===== config.mk =====
export PLATFORM = sky130hd
export DESIGN_NAME = axis_img_pattern_gen
export DESIGN_NICKNAME = d
export VERILOG_FILES = /design/src/rtl/axis_img_pattern_gen.sv
export SDC_FILE = /design/constraint.sdc
export NUM_CORES = 1
export LEC_CHECK = 0
export CORE_MARGIN = 2
export CORE_UTILIZATION = 40
export CTS_CLUSTER_DIAMETER = 200
export DETAILED_ROUTE_END_ITERATION = 6
export HOLD_SLACK_MARGIN = 0.02
export PLACE_DENSITY = 0.71
export RECOVER_POWER = 25
export SLEW_MARGIN = 20
export SYNTH_ARGS = -nofsm -noshare
export SYNTH_HDL_FRONTEND = slang
export SYNTH_SLANG_ARGS = --single-unit
export TNS_END_PERCENT = 100

===== constraint.sdc =====
create_clock -name clk -period 2.1 [get_ports clk]
set_input_delay 0.315 -clock clk [delete_from_list [all_inputs] [get_ports clk]]
set_output_delay 0.315 -clock clk [all_outputs]
set_load 0.02 [all_outputs]

===== src/rtl/axis_img_pattern_gen.sv =====
// axis_img_pattern_gen: AXI4-Stream raster test-pattern source with back-pressure and inter-frame blanking
// Ports: clk, resetn (async, active-low), enable (run request), pattern (latched at frame start),
//   m_axis_tdata/tvalid/tready/tuser/tlast (video stream; tuser = SOF, tlast = EOL),
//   frame_done (pulse after last pixel handshake), frame_cnt (completed frames, wraps).
// Optional: define IMG_PATTERN_HBLANK_EN to insert H_BLANK idle cycles between lines.
module axis_img_pattern_gen #(
  parameter int IMG_WIDTH  = 2560,
  parameter int IMG_HEIGHT = 1440,
  parameter int DATA_WIDTH = 8,
  parameter int V_BLANK    = 16,
  parameter int H_BLANK    = 4,
  parameter int CHK_SHIFT  = 4
) (
  input  logic                  clk,
  input  logic                  resetn,
  input  logic                  enable,
  input  logic [1:0]            pattern,
  output logic [DATA_WIDTH-1:0] m_axis_tdata,
  output logic                  m_axis_tvalid,
  input  logic                  m_axis_tready,
  output logic                  m_axis_tuser,
  output logic                  m_axis_tlast,
  output logic                  frame_done,
  output logic [15:0]           frame_cnt
);
  localparam int XW = $clog2(IMG_WIDTH);
  localparam int YW = IMG_HEIGHT > 1 ? $clog2(IMG_HEIGHT) : 1;
  localparam int MAXB = V_BLANK > H_BLANK ? V_BLANK : H_BLANK;
  localparam int BW = MAXB < 1 ? 1 : $clog2(MAXB + 1);
`ifdef IMG_PATTERN_HBLANK_EN
  typedef enum logic [1:0] {IDLE, ACTIVE, HBLANK, VBLANK} state_t;
`else
  typedef enum logic [1:0] {IDLE, ACTIVE, VBLANK} state_t;
`endif
  state_t state;
  logic [XW-1:0] x;
  logic [YW-1:0] y;
  logic [BW-1:0] bcnt;
  logic [1:0] pat;
  logic hs, x_last, y_last;
  assign hs = m_axis_tvalid & m_axis_tready;
  assign x_last = x == XW'(IMG_WIDTH - 1);
  assign y_last = y == YW'(IMG_HEIGHT - 1);
  assign m_axis_tvalid = state == ACTIVE;
  assign m_axis_tuser = m_axis_tvalid & (x == '0) & (y == '0);
  assign m_axis_tlast = m_axis_tvalid & x_last;
  // x/y are zero-extended so narrow counters and large CHK_SHIFT never index out of range
  assign m_axis_tdata = pat == 2'd0 ? DATA_WIDTH'(32'(x)) :
                        pat == 2'd1 ? DATA_WIDTH'(32'(y)) :
                        pat == 2'd2 ? {DATA_WIDTH{1'(32'(x) >> CHK_SHIFT) ^ 1'(32'(y) >> CHK_SHIFT)}} :
                                      DATA_WIDTH'(32'(x) + 32'(frame_cnt));
  always_ff @(posedge clk or negedge resetn) begin
    if (!resetn) begin
      state      <= IDLE;
      x          <= '0;
      y          <= '0;
      bcnt       <= '0;
      pat        <= '0;
      frame_done <= 1'b0;
      frame_cnt  <= '0;
    end else begin
      frame_done <= 1'b0;
      case (state)
        IDLE: if (enable) begin
          state <= ACTIVE;
          pat   <= pattern;
        end
        ACTIVE: if (hs) begin
          bcnt <= '0;
          if (!x_last) x <= x + 1'b1;
          else begin
            x <= '0;
            if (!y_last) begin
              y <= y + 1'b1;
`ifdef IMG_PATTERN_HBLANK_EN
              if (H_BLANK > 0) state <= HBLANK;
`endif
            end else begin
              y          <= '0;
              frame_cnt  <= frame_cnt + 1'b1;
              frame_done <= 1'b1;
              // with no vertical blanking the run/stop decision is taken right here
              if (V_BLANK > 0) state <= VBLANK;
              else if (enable) pat <= pattern;
              else state <= IDLE;
            end
          end
        end
`ifdef IMG_PATTERN_HBLANK_EN
        HBLANK: begin
          bcnt <= bcnt + 1'b1;
          if (bcnt == BW'(H_BLANK - 1)) state <= ACTIVE;
        end
`endif
        VBLANK: begin
          bcnt <= bcnt + 1'b1;
          if (bcnt == BW'(V_BLANK - 1)) begin
            state <= enable ? ACTIVE : IDLE;
            if (enable) pat <= pattern;
          end
        end
        default: state <= IDLE;
      endcase
    end
  end
endmodule

==> impl_results.html <==
<table>
<tr><th>Metric</th><th>Value</th></tr>
<tr><th colspan="2">Run status</th></tr>
<tr><td>Run status</td><td>finished, violations left</td></tr>
<tr><td>Violations in the final reports</td><td>setup timing</td></tr>
<tr><th colspan="2">Final layout</th></tr>
<tr><td>Count of fill cells added during filler insertion</td><td>598</td></tr>
<tr><td>Growth of design area from synthesis to finish</td><td>45.4%</td></tr>
<tr><td>Top library cells by usage in the layout, fill and taps aside</td><td>62 x sky130_fd_sc_hd__buf_4, 42 x sky130_fd_sc_hd__dfrtp_1, 25 x sky130_fd_sc_hd__nor2_1</td></tr>
<tr><td>Proportion of layout cells with a drive suffix above 1</td><td>35.2%</td></tr>
<tr><td>Most frequent standard cell in the layout excluding fill and tap cells</td><td>sky130_fd_sc_hd__buf_4</td></tr>
<tr><td>Final layout net count</td><td>432</td></tr>
<tr><td>Final Core Density</td><td>60.2%</td></tr>
<tr><td>Antenna diode instance count</td><td>0</td></tr>
<tr><th colspan="2">GRT</th></tr>
<tr><td>Number of antenna violations at the first check in global routing</td><td>0</td></tr>
<tr><td>Largest net degree at the start of global routing</td><td>50</td></tr>
<tr><td>Global-route wire length before repair</td><td>13.2 mm</td></tr>
<tr><td>Overall routing resource usage</td><td>20.0%</td></tr>
<tr><td>Final global-route overflow total</td><td>0</td></tr>
<tr><td>Vias in the first global route</td><td>2,687</td></tr>
<tr><th colspan="2">Clock tree</th></tr>
<tr><td>TritonCTS sink count</td><td>49</td></tr>
<tr><td>Cts bufs inserted</td><td>5</td></tr>
<tr><td>Maximum count of clock buffers along a single path</td><td>2</td></tr>
<tr><td>CTS tree</td><td>yes</td></tr>
<tr><td>CTS clock-pin slew for the worst setup and hold paths</td><td>110 ps</td></tr>
<tr><td>Worst-skew pair later-pin latency</td><td>320 ps</td></tr>
<tr><td>Number of levels the H-tree was split into</td><td>2</td></tr>
<tr><td>Clock root cell</td><td>sky130_fd_sc_hd__clkbuf_8</td></tr>
<tr><th colspan="2">Power</th></tr>
<tr><td>PwrDens</td><td>686 nW/um2</td></tr>
<tr><td>Static leakage power</td><td>0.00203 uW</td></tr>
<tr><td>Worst voltage drop across the vdd grid</td><td>0.000241 V</td></tr>
<tr><th colspan="2">Synthesis</th></tr>
<tr><td>Cell count after synthesis</td><td>306</td></tr>
<tr><td>Yosys cell types</td><td>50</td></tr>
<tr><td>Predominant post-synthesis flop cell</td><td>sky130_fd_sc_hd__dfrtp_1</td></tr>
<tr><td>Ys Warns</td><td>0</td></tr>
<tr><td>Async SR Flop Fraction</td><td>100%</td></tr>
<tr><td>Flops &amp; latches, synth</td><td>49</td></tr>
<tr><td>Net count after synthesis</td><td>327</td></tr>
<tr><td>Post-Syn Area per Cell</td><td>9.82 um2</td></tr>
<tr><td>Post-synthesis sequential area ratio</td><td>40.8%</td></tr>
<tr><td>Combined area of all synthesized cells</td><td>3000 um2</td></tr>
<tr><td>Number of enable-type register cells in the synthesized netlist</td><td>0</td></tr>
<tr><th colspan="2">Place</th></tr>
<tr><td>Hpwl dp</td><td>5.97 mm</td></tr>
<tr><td>Placement Setup Slack</td><td>-489 ps</td></tr>
<tr><td>Global placer's final weighted congestion</td><td>0.893</td></tr>
<tr><td>Count of input and output buffers</td><td>33</td></tr>
<tr><th colspan="2">Setup path</th></tr>
<tr><td>Critical path data required time</td><td>1780 ps</td></tr>
<tr><td>Critical path data arrival time</td><td>2190 ps</td></tr>
<tr><td>Worst-path fanout max</td><td>3</td></tr>
<tr><td>Launching element type of the critical path</td><td>flip-flop</td></tr>
<tr><td>Category of the worst setup path capture point</td><td>primary output</td></tr>
<tr><td>Start-to-end type of the worst setup path</td><td>reg2out</td></tr>
<tr><th colspan="2">Route</th></tr>
<tr><td>DRC violations left</td><td>0</td></tr>
<tr><td>Pre-antenna DRT Iters</td><td>4</td></tr>
<tr><td>Iter 0 DRT Violations</td><td>141</td></tr>
<tr><td>Drt via density</td><td>5.32</td></tr>
<tr><td>Routed vias</td><td>2,718</td></tr>
<tr><td>Detail-routed net length per standard cell</td><td>15.9 um</td></tr>
<tr><td>Routed wire length</td><td>8.11 mm</td></tr>
<tr><td>Post-detailed-route count of antenna-violating nets</td><td>0</td></tr>
<tr><th colspan="2">Timing</th></tr>
<tr><td>Fin worst setup slack</td><td>-409 ps</td></tr>
<tr><td>Worst-margin pin slew</td><td>1230 ps</td></tr>
<tr><td>Shortest clock period the worst path allows after layout</td><td>2510 ps</td></tr>
<tr><td>Max-slew headroom</td><td>18.3%</td></tr>
<tr><td>Final worst clock skew</td><td>13.3 ps</td></tr>
<tr><td>Unrepaired setup endpoints after global routing</td><td>yes</td></tr>
<tr><td>Period utilisation layout</td><td>119%</td></tr>
<tr><td>Max-slew violation count</td><td>0</td></tr>
<tr><td>Number of failing setup endpoints in the final timing report</td><td>9</td></tr>
<tr><td>Maximum achievable frequency</td><td>399 MHz</td></tr>
<tr><td>Final Hold Viols</td><td>0</td></tr>
<tr><th colspan="2">Floorplanning</th></tr>
<tr><td>Die Outline Area</td><td>8220 um2</td></tr>
<tr><td>Placeable Area</td><td>7250 um2</td></tr>
<tr><td>I/O pins</td><td>34</td></tr>
<tr><td>Die span in x</td><td>90.7 um</td></tr>
<tr><td>Std cell rows</td><td>31</td></tr>
<tr><td>Initial Utilization</td><td>41.4%</td></tr>
<tr><td>Die height</td><td>90.7 um</td></tr>
<tr><th colspan="2">Worst hold path</th></tr>
<tr><td>Hold crit path type</td><td>reg2reg</td></tr>
<tr><th colspan="2">Job</th></tr>
<tr><td>Maximum capacitance violations</td><td>0</td></tr>
</table>
path summary, 6_finish.rpt:
check,start,to,slack [ps],cells after the start
max in group asynchronous,resetn,frame_cnt[0],400,3
min in group asynchronous,resetn,x[4],870,3
worst min-delay path,frame_cnt[15],frame_cnt[15],480,1
worst min register to register,frame_cnt[15],frame_cnt[15],480,1
worst max register to register,y[6],frame_cnt[8],20,8
worst max-delay path,frame_cnt[1],m_axis_tdata[7],-410,7
through the flow:
step           power [uW]  cells  setup TNS [ps]  instance area [um2]  hold WS, ps
2_1_floorplan        1770    306           -95.0                 3130         19.4
3_3_place_gp         2230    492           -3270                 4010          320
3_5_place_dp         2260    492           -3700                 4010          331
4_1_cts              2970    510           -2410                 4240          494
5_1_grt              3150    511           -3210                 4370          516
6_report             2990    511           -2240                 4370          484
timing repair:
action	4_1_cts	5_1_grt
endpoints found under the hold margin	49	0
setup endpoints to repair	18	26
hold buffers	1	0
gates resized for setup	71	33
setup buffers	9	4
pin swaps	22	19
cell families after synthesis:
logic type	synth area share [%]
muxes	4.75
xor gates and xnor gates	11.1
and+or+nand+nor	25.2
buffers and inverters	3.71
AOI/OAI and AO/OA	7.96
DFF	40.8
adders and majority gates	6.50
metal layers:
layer	GRT usage (%)	wire, um	vias up
met5	0	0	-
met2	33.6	4100	68
li1	-	-	1304
met1	26.9	3470	1336
met4	4.62	108	0
met3	3.42	436	10
power breakdown:
group | total (uW) | switching (uW) | internal, uW | leakage (uW)
Clock | 606 | 362 | 244 | 0.0000452
Sequential | 1090 | 92.8 | 1000 | 0.000643
Combinational | 1290 | 610 | 683 | 0.00134
Total | 2990 | 1070 | 1930 | 0.00203
state kept, by name, indices dropped and copies added, names as in the netlist:
| name | flops |
|---|---|
| state | 2 |
| bcnt | 5 |
| frame_cnt | 16 |
| frame_done | 1 |
| y | 11 |
| pat | 2 |
| x | 12 |
worst max-delay path, cell delays in order (launching register included):
cell	delay, ps
sky130_fd_sc_hd__dfrtp_2	450
sky130_fd_sc_hd__ha_4	260
sky130_fd_sc_hd__a211oi_4	210
sky130_fd_sc_hd__nor3_1	90
sky130_fd_sc_hd__a211oi_2	170
sky130_fd_sc_hd__xnor2_1	80
sky130_fd_sc_hd__mux4_2	470
sky130_fd_sc_hd__buf_6	150
cell type report:
class                      instances  area (um2)  area share, %
multi-input combinational        233        1940           44.3
inverter                          16        60.1           1.38
timing repair buffer             106         918           21.0
tap                               99         124           2.84
clock buffer                       5        68.8           1.58
sequential                        49        1230           28.3
clock inverter                     3        25.0          0.573
Yosys cell counts, types with 2 or more instances:
cell type | n | area [um2]
sky130_fd_sc_hd__dfrtp_1 | 49 | 1230
sky130_fd_sc_hd__nor2_1 | 26 | 97.6
sky130_fd_sc_hd__xor2_1 | 21 | 184
sky130_fd_sc_hd__nand2_1 | 20 | 75.1
sky130_fd_sc_hd__xnor2_1 | 17 | 149
sky130_fd_sc_hd__inv_1 | 16 | 60.1
sky130_fd_sc_hd__nand3_1 | 16 | 80.1
sky130_fd_sc_hd__ha_1 | 14 | 175
sky130_fd_sc_hd__nor3_1 | 14 | 70.1
sky130_fd_sc_hd__nand4_1 | 12 | 75.1
sky130_fd_sc_hd__o21ai_0 | 10 | 50.1
sky130_fd_sc_hd__a21oi_1 | 9 | 45.0
sky130_fd_sc_hd__nor4_1 | 7 | 43.8
sky130_fd_sc_hd__and3_1 | 6 | 37.5
sky130_fd_sc_hd__a21o_1 | 4 | 30.0
sky130_fd_sc_hd__and4_1 | 4 | 35.0
sky130_fd_sc_hd__mux4_2 | 4 | 90.1
sky130_fd_sc_hd__nand2b_1 | 4 | 25.0
sky130_fd_sc_hd__a211oi_1 | 3 | 22.5
sky130_fd_sc_hd__mux2i_1 | 3 | 30.0
sky130_fd_sc_hd__nand3b_1 | 3 | 22.5
sky130_fd_sc_hd__o21a_1 | 3 | 22.5
sky130_fd_sc_hd__o31ai_1 | 3 | 22.5
sky130_fd_sc_hd__or3_1 | 3 | 18.8
sky130_fd_sc_hd__and2_1 | 2 | 12.5
sky130_fd_sc_hd__buf_1 | 2 | 7.51
sky130_fd_sc_hd__buf_2 | 2 | 10.0
sky130_fd_sc_hd__mux2_2 | 2 | 22.5
sky130_fd_sc_hd__nand4b_1 | 2 | 17.5
sky130_fd_sc_hd__nor2b_1 | 2 | 12.5
sky130_fd_sc_hd__nor3_2 | 2 | 20.0
sky130_fd_sc_hd__o221ai_1 | 2 | 17.5
sky130_fd_sc_hd__or2_2 | 2 | 12.5
(Power assumes the default switching activity.)
